## src/rtl/i2c_cmd_sequencer.sv

```systemverilog
// Queues host I2C commands and runs them one at a time on the master, one response per command.
// Latency: pop one edge after a push into an empty queue; response one edge after the master returns idle.
// Backpressure: cmd_ready drops when the queue is full; a held response stalls the next issue.

module i2c_cmd_fifo #(
  parameter int WIDTH = 16,
  parameter int DEPTH = 4
) (
  input  logic                     clk,
  input  logic                     rst,
  input  logic                     push_vld,
  input  logic                     pop_vld,
  input  logic [WIDTH-1:0]         wr_dat,
  output logic [WIDTH-1:0]         rd_dat,
  output logic [$clog2(DEPTH):0]   count,
  output logic                     full,
  output logic                     empty
);
  localparam int AW = $clog2(DEPTH);
  localparam int CW = AW + 1;

  logic [WIDTH-1:0] mem [DEPTH];
  logic [AW-1:0]    wptr;
  logic [AW-1:0]    rptr;
  logic             do_push;
  logic             do_pop;

  assign full    = (count == CW'(DEPTH));
  assign empty   = (count == '0);
  // Fullness is judged before any same-cycle pop, so a full queue never takes a push.
  assign do_push = push_vld && !full;
  assign do_pop  = pop_vld && !empty;
  assign rd_dat  = mem[rptr];

  always_ff @(posedge clk or negedge rst) begin
    if (!rst) begin
      wptr  <= '0;
      rptr  <= '0;
      count <= '0;
    end else begin
      if (do_push) wptr <= wptr + 1'b1;
      if (do_pop)  rptr <= rptr + 1'b1;
      if (do_push && !do_pop)      count <= count + 1'b1;
      else if (do_pop && !do_push) count <= count - 1'b1;
    end
  end

  always_ff @(posedge clk) begin
    if (do_push) mem[wptr] <= wr_dat;
  end
endmodule

module i2c_cmd_sequencer #(
  parameter int DEPTH   = 4,
  parameter int TIMEOUT = 1023
) (
  input  logic                   clk,
  input  logic                   rst,
  input  logic                   cmd_valid,
  output logic                   cmd_ready,
  input  logic [6:0]             cmd_addr,
  input  logic                   cmd_rw,
  input  logic [7:0]             cmd_data,
  output logic                   rsp_valid,
  input  logic                   rsp_ready,
  output logic [7:0]             rsp_data,
  output logic                   rsp_err,
  output logic [6:0]             m_addr,
  output logic [7:0]             m_data_in,
  output logic                   m_rw,
  output logic                   m_enable,
  input  logic [7:0]             m_data_out,
  input  logic                   m_ready,
  output logic                   busy,
  output logic [$clog2(DEPTH):0] fifo_count
);
  localparam int TW = $clog2(TIMEOUT + 1);
  localparam logic [TW-1:0] T_LAST = TW'(TIMEOUT - 1);

  typedef enum logic [1:0] {IDLE, ISSUE, WAIT_DONE, RESP} state_t;

  state_t        state;
  logic [TW-1:0] timer;
  logic [TW-1:0] timer_inc;
  logic [15:0]   head_dat;
  logic          fifo_full;
  logic          fifo_empty;
  logic          fifo_pop;

  i2c_cmd_fifo #(.WIDTH(16), .DEPTH(DEPTH)) u_fifo (
    .clk      (clk),
    .rst      (rst),
    .push_vld (cmd_valid),
    .pop_vld  (fifo_pop),
    .wr_dat   ({cmd_rw, cmd_addr, cmd_data}),
    .rd_dat   (head_dat),
    .count    (fifo_count),
    .full     (fifo_full),
    .empty    (fifo_empty)
  );

  assign cmd_ready = !fifo_full;
  assign busy      = (state != IDLE);
  assign fifo_pop  = (state == IDLE) && m_ready && !fifo_empty;
  assign timer_inc = (timer == '1) ? timer : timer + 1'b1;

  always_ff @(posedge clk or negedge rst) begin
    if (!rst) begin
      state     <= IDLE;
      timer     <= '0;
      m_addr    <= '0;
      m_data_in <= '0;
      m_rw      <= 1'b0;
      m_enable  <= 1'b0;
      rsp_valid <= 1'b0;
      rsp_data  <= '0;
      rsp_err   <= 1'b0;
    end else begin
      case (state)
        IDLE: begin
          if (fifo_pop) begin
            {m_rw, m_addr, m_data_in} <= head_dat;
            timer    <= '0;
            m_enable <= 1'b1;
            state    <= ISSUE;
          end
        end
        ISSUE: begin
          if (!m_ready) begin
            m_enable <= 1'b0;
            timer    <= '0;
            state    <= WAIT_DONE;
          end else if (timer == T_LAST) begin
            m_enable  <= 1'b0;
            rsp_err   <= 1'b1;
            rsp_data  <= '0;
            rsp_valid <= 1'b1;
            state     <= RESP;
          end else begin
            timer <= timer_inc;
          end
        end
        WAIT_DONE: begin
          if (m_ready) begin
            rsp_data  <= m_rw ? m_data_out : 8'h00;
            rsp_err   <= 1'b0;
            rsp_valid <= 1'b1;
            state     <= RESP;
          end else if (timer == T_LAST) begin
            rsp_err   <= 1'b1;
            rsp_data  <= '0;
            rsp_valid <= 1'b1;
            state     <= RESP;
          end else begin
            timer <= timer_inc;
          end
        end
        RESP: begin
          if (rsp_ready) begin
            rsp_valid <= 1'b0;
            state     <= IDLE;
          end
        end
        default: state <= IDLE;
      endcase
    end
  end
endmodule

```

## config.mk

```make
export PLATFORM = sky130hd
export DESIGN_NAME = i2c_cmd_sequencer
export DESIGN_NICKNAME = d
export VERILOG_FILES = /design/src/rtl/i2c_cmd_sequencer.sv
export SDC_FILE = /design/constraint.sdc
export NUM_CORES = 1
export LEC_CHECK = 0
export ABC_AREA = 1
export CORE_MARGIN = 1
export CORE_UTILIZATION = 59
export CTS_CLUSTER_SIZE = 14
export DETAILED_ROUTE_END_ITERATION = 12
export PLACE_DENSITY = 0.92
export SLEW_MARGIN = 20
export SYNTH_ARGS = -nofsm -noshare
export SYNTH_HDL_FRONTEND = slang
export SYNTH_SLANG_ARGS = --single-unit
```

## constraint.sdc

```tcl
create_clock -name clk -period 3.92 [get_ports clk]
set_clock_uncertainty 0.05 [all_clocks]
set_input_delay 0.588 -clock clk [delete_from_list [all_inputs] [get_ports clk]]
set_output_delay 0.588 -clock clk [all_outputs]
set_load 0.1 [all_outputs]
```

==> results of run 1 <==
[per-stage QoR]
step | hold WS (ns) | setup WS [ns] | utilization | area [sq um] | cells
after floorplan | 0.242 | 0.437 | - | 4840 | 471
after global placement | 0.426 | 1.37 | 0.706 | 5540 | 625
after detailed placement | 0.443 | 1.31 | 0.706 | 5540 | 625
after CTS | 0.268 | 0.923 | 0.730 | 5730 | 641
after global routing | 0.288 | 0.829 | 0.730 | 5730 | 641
final | 0.240 | 0.928 | 0.730 | 5730 | 641
[sequential cells by signal (all words and copies together) (netlist names)]
name / count
u_fifo.mem: 64
timer: 10
m_data_in: 8
rsp_data: 8
m_addr: 7
u_fifo.count: 3
state: 2
u_fifo.rptr: 2
u_fifo.wptr: 2
m_enable: 1
m_rw: 1
rsp_err: 1
rsp_valid: 1
[routing by layer]
layer | wire (microns) | GRT usage
met5 | 0 | 0
met3 | 526 | 0.0328
met4 | 164 | 0.124
met2 | 5350 | 0.443
met1 | 3930 | 0.303
[final cells by class]
class | count | area share
Sequential cell | 110 | 0.536
Multi-Input combinational cell | 302 | 0.267
Timing Repair Buffer | 66 | 0.112
Inverter | 45 | 0.0303
Tap cell | 102 | 0.0223
Clock buffer | 9 | 0.0216
Clock inverter | 7 | 0.0114
[placed cells by master, fill, tap and decap left out, types with 4 or more instances in the layout]
cell | synthesis | final
edfxtp_1 | 64 | 64
nand3_1 | 30 | 30
dfrtp_1 | 46 | 46
clkbuf_8 | 0 | 9
nand2_4 | 4 | 4
buf_4 | 2 | 6
nor2_4 | 4 | 4
inv_1 | 39 | 39
a21oi_1 | 6 | 6
nand2_1 | 57 | 57
clkdlybuf4s50_1 | 0 | 59
o21ai_0 | 33 | 33
inv_2 | 5 | 5
ha_1 | 12 | 12
nor2_1 | 118 | 118
a31oi_1 | 17 | 17
[kinds of logic (layout without fill, tap and decap cells)]
group | after synthesis | in the layout | synth area share
compound gates | 62 | 62 | 0.0705
xor+xnor | 4 | 4 | 0.00723
fa+ha+maj | 13 | 13 | 0.0351
buf+inv | 59 | 127 | 0.0501
flops | 110 | 110 | 0.634
simple gates | 223 | 223 | 0.203
[worst paths after layout]
path / from / endpoint / slack, ns / cells after the start
worst min register to register: rsp_data[5] / rsp_data[5] / 0.46 / 2
worst max-delay path: state[0] / busy / 0.93 / 4
min in group clk: rsp_data[5] / rsp_data[5] / 0.46 / 2
worst max register to register: state[0] / u_fifo.count[2] / 1.67 / 11
max in group asynchronous: rst / m_addr[6] / 3.16 / 2
worst min-delay path: rst / m_enable / 0.24 / 2
[worst max-delay path, cell delays in order, from the launching register on]
cell and delay [ns]:
dfrtp_1 0.40, inv_1 0.10, ha_1 0.29, inv_1 0.07, clkdlybuf4s50_1 1.12
==> run summary, run 1 <==
Status: completed
Root Driver: clkbuf_8
Num rows: 32
RSZ-0062 raised after global routing: false
# DRC: 0
# diodes: 0
Final nets: 576
Synth Register Bits: 110
Fin Setup TNS: 0 ns
Largest net degree at the start of global routing: 47
Relative slew margins: 0.346
Post-Syn Area: 0.00484 sq mm
Syn_area_per_cell: 10.3 sq um
First-pass DRT Iterations: 5
Num CTS Buffers: 9
FMAX: 0.334 GHz
Chip width: 92.6 microns
Top Ports: 61
Register area share after synthesis: 0.634
Reg area: 0.00307 sq mm
First-pass GRT wire length: 16400 microns
Yosys top cell area share: 0.397
Gp weighted congestion: 0.858
Critical path data required time: 3.28 ns
Library cells used by synthesis: 32
Die area: 0.00858 sq mm
Max cap viols: 0
Synth Flop Type: edfxtp_1
Final Max Slew Viols: 0
Hold Path Class: primary input to async pin
Synthesis-to-finish area growth: 18.3%
Setup Fix Bufs, Post-CTS: 0
Synth area leaders: edfxtp_1, dfrtp_1, nor2_1
DP HPWL: 6540 microns
Dominant cell type by area after synthesis: edfxtp_1
# resized after CTS: 0
Number of vias per cell: 5.48
Clk sink count: 110
Setup Viol. Count Final: 0
Post-synth ARST share: 0.418
Number of global-route vias before repair: 3596
Minimum clock period: 2.99 ns
Die Ht: 92.6 microns
CTS H-tree depth: 3
Most common library cells after synthesis: nor2_1, edfxtp_1, nand2_1, dfrtp_1, inv_1
Hold-fix buffers, CTS: 0
Worst Path Max Fanout: 4
Crit Path Class: flip-flop to output port
Initial antenna violation count: 0
Post-synth EDFFs: 64
Syn nets: 513
Clock Path Buffers: 2
Worst Tran Pin Value: 0.978 ns
Final WL: 9970 microns
CTS clk-pin slew, worst paths: 0.11 ns
Startpoint Class: flip-flop
CTS tree: done
Multi-input combinational cell area: 0.00153 sq mm
Final ANT Viol Nets: 0
Cell count after synthesis: 471
YS warnings: 0
Starting Density: 0.617
Drt wl/cell: 15.6 microns
Gr ovfl total: 0
Most common cell in the synthesized netlist: nor2_1
Port bufs: 60
Critical path arrival: 2.35 ns
Starting DRT DRC Count: 255
Clock Latency Late Sink: 0.37 ns
Final Hold Fails: 0
Via count: 3514
Gr usage total: 0.251
Layout cells sized above 1: 0.0798
Core box area: 0.00785 sq mm
Fin crit share: 0.763
CP Capture Type: output port
Fillers: 547
Power of run 1 is left out: the tool's default activity adds up to more than one toggle a clock period on the data nets, which glitch-free logic cannot reach.
==> run 2: changes to the inputs <==
--- a/config.mk
+++ b/config.mk
@@ -7,10 +7,10 @@
 export LEC_CHECK = 0
 export ABC_AREA = 1
 export CORE_MARGIN = 1
-export CORE_UTILIZATION = 59
+export CORE_UTILIZATION = 50
 export CTS_CLUSTER_SIZE = 14
 export DETAILED_ROUTE_END_ITERATION = 12
-export PLACE_DENSITY = 0.92
+export PLACE_DENSITY = 0.84
 export SLEW_MARGIN = 20
 export SYNTH_ARGS = -nofsm -noshare
 export SYNTH_HDL_FRONTEND = slang
==> constraint.sdc (replaced) <==
create_clock -name clk -period 2.5 [get_ports clk]
set_clock_uncertainty 0.05 [all_clocks]
set_input_delay 0.375 -clock clk [delete_from_list [all_inputs] [get_ports clk]]
set_output_delay 0.375 -clock clk [all_outputs]
set_load 0.1 [all_outputs]
==> run summary, run 2 (synthesis gave the netlist of run 1 again) <==
# resized after CTS: 0
Crit Path Class: flip-flop to flip-flop
Critical path data required time: 2.71 ns
Final nets: 582
Root Driver: clkbuf_8
Fin Setup TNS: 0 ns
Num rows: 35
Final Hold Fails: 0
Gr ovfl total: 0
Hold Path Class: primary input to async pin
Final Max Slew Viols: 0
Via count: 3497
Largest net degree at the start of global routing: 47
FMAX: 0.450 GHz
Minimum clock period: 2.22 ns
Startpoint Class: flip-flop
Max reg flops: 64
CTS H-tree depth: 3
Chip width: 100 microns
Clock Path Buffers: 2
Core box area: 0.00933 sq mm
Setup Viol. Count Final: 0
Largest regs: u_fifo.mem x64, timer x10
Max cap viols: 0
# DRC: 0
Relative slew margins: 0.589
First-pass DRT Iterations: 5
CTS clk-pin slew, worst paths: 0.11 ns
# diodes: 0
Most common cell after layout, fill and taps aside: nor2_1
Number of global-route vias before repair: 3474
DP HPWL: 6470 microns
Final ANT Viol Nets: 0
Most frequent cells in the layout: nor2_1, edfxtp_1, nand2_1
Die Ht: 100 microns
Starting Density: 0.519
CTS tree: done
Worst Path Max Fanout: 6
Starting DRT DRC Count: 174
Layout cells sized above 1: 0.156
Critical path arrival: 2.43 ns
Fin crit share: 0.889
Number of vias per cell: 5.19
Gr usage total: 0.208
Die area: 0.0101 sq mm
Initial antenna violation count: 0
CP Capture Type: flip-flop
RSZ-0062 raised after global routing: false
Final WL: 9640 microns
Register with the most flip-flops: u_fifo.mem
Port bufs: 60
Clk sink count: 110
Hold-fix buffers, CTS: 0
Setup Fix Bufs, Post-CTS: 0
Gp weighted congestion: 0.817
Synthesis-to-finish area growth: 18.9%
Worst Tran Pin Value: 0.616 ns
Num CTS Buffers: 9
Drt wl/cell: 14.3 microns
Clock Latency Late Sink: 0.37 ns
First-pass GRT wire length: 16000 microns
Status: completed
Top Ports: 61
-- run 2: changes by cell type in the layout (fill, tap and decap cells not counted), moves of 2 or more --
cell,change
clkdlybuf4s50_1,-32
dfrtp_4,+2
buf_4,+37
clkinvlp_4,+2
dfrtp_1,-3
-- run 2: worst max-delay path: stages (launching register included) --
cell,delay (ns)
dfrtp_1,0.40
inv_1,0.11
ha_1,0.28
nand2_1,0.11
inv_2,0.04
nand2_4,0.12
ha_1,0.15
inv_1,0.06
fa_1,0.37
a21oi_1,0.14
o21ai_0,0.11
xor2_1,0.15
-- run 2: stage by stage --
stage | std cells | hold WS (ns) | cell area (sq um) | utilization | worst slack [ns]
after detailed placement | 658 | 0.437 | 5580 | 0.598 | 0.247
after global routing | 674 | 0.0752 | 5760 | 0.617 | 0.131
after floorplan | 471 | 0.0294 | 4860 | - | 0.0328
after global placement | 658 | 0.426 | 5580 | 0.598 | 0.269
final | 674 | 0.0396 | 5760 | 0.617 | 0.278
after CTS | 674 | 0.0482 | 5760 | 0.617 | 0.274
-- run 2: final timing paths --
kind                          start              end  slack (ns)  cells after the start
max                        state[0]  u_fifo.count[2]        0.28                     11
min                             rst         m_enable        0.04                      2
max reg2reg                state[0]  u_fifo.count[2]        0.28                     11
min reg2reg                m_enable         m_enable        0.45                      1
max in group asynchronous       rst  u_fifo.count[0]        1.90                      2
min in group clk           m_enable         m_enable        0.45                      1
-- run 2: per-layer routing --
| layer | up-vias | part of all wire | global-route usage |
|---|---|---|---|
| li1 | 1702 | - | - |
| met4 | 0 | 0.021 | 0.0892 |
| met3 | 21 | 0.050 | 0.0432 |
| met2 | 98 | 0.51 | 0.367 |
| met5 | - | 0 | 0 |
| met1 | 1676 | 0.42 | 0.248 |
-- run 2: layout make-up --
cell class	instances	area, sq um
fillers	730	3570
flip-flops and latches	110	3080
multi-input cells	302	1540
repair buffers	72	618
inverters	45	174
well taps	129	161
clock buffers	9	124
clock inverters	7	60.1
Power of run 2 is left out for the same reason.
==> run 3: changes to the inputs <==
--- a/config.mk
+++ b/config.mk
@@ -11,6 +11,7 @@
 export CTS_CLUSTER_SIZE = 14
 export DETAILED_ROUTE_END_ITERATION = 12
 export PLACE_DENSITY = 0.84
+export SKIP_CTS_REPAIR_TIMING = 1
 export SLEW_MARGIN = 20
 export SYNTH_ARGS = -nofsm -noshare
 export SYNTH_HDL_FRONTEND = slang
==> results of run 3 <==
No change in the layout: final DEF, timing and power equal those of run 2.
Power of run 3 is left out for the same reason.
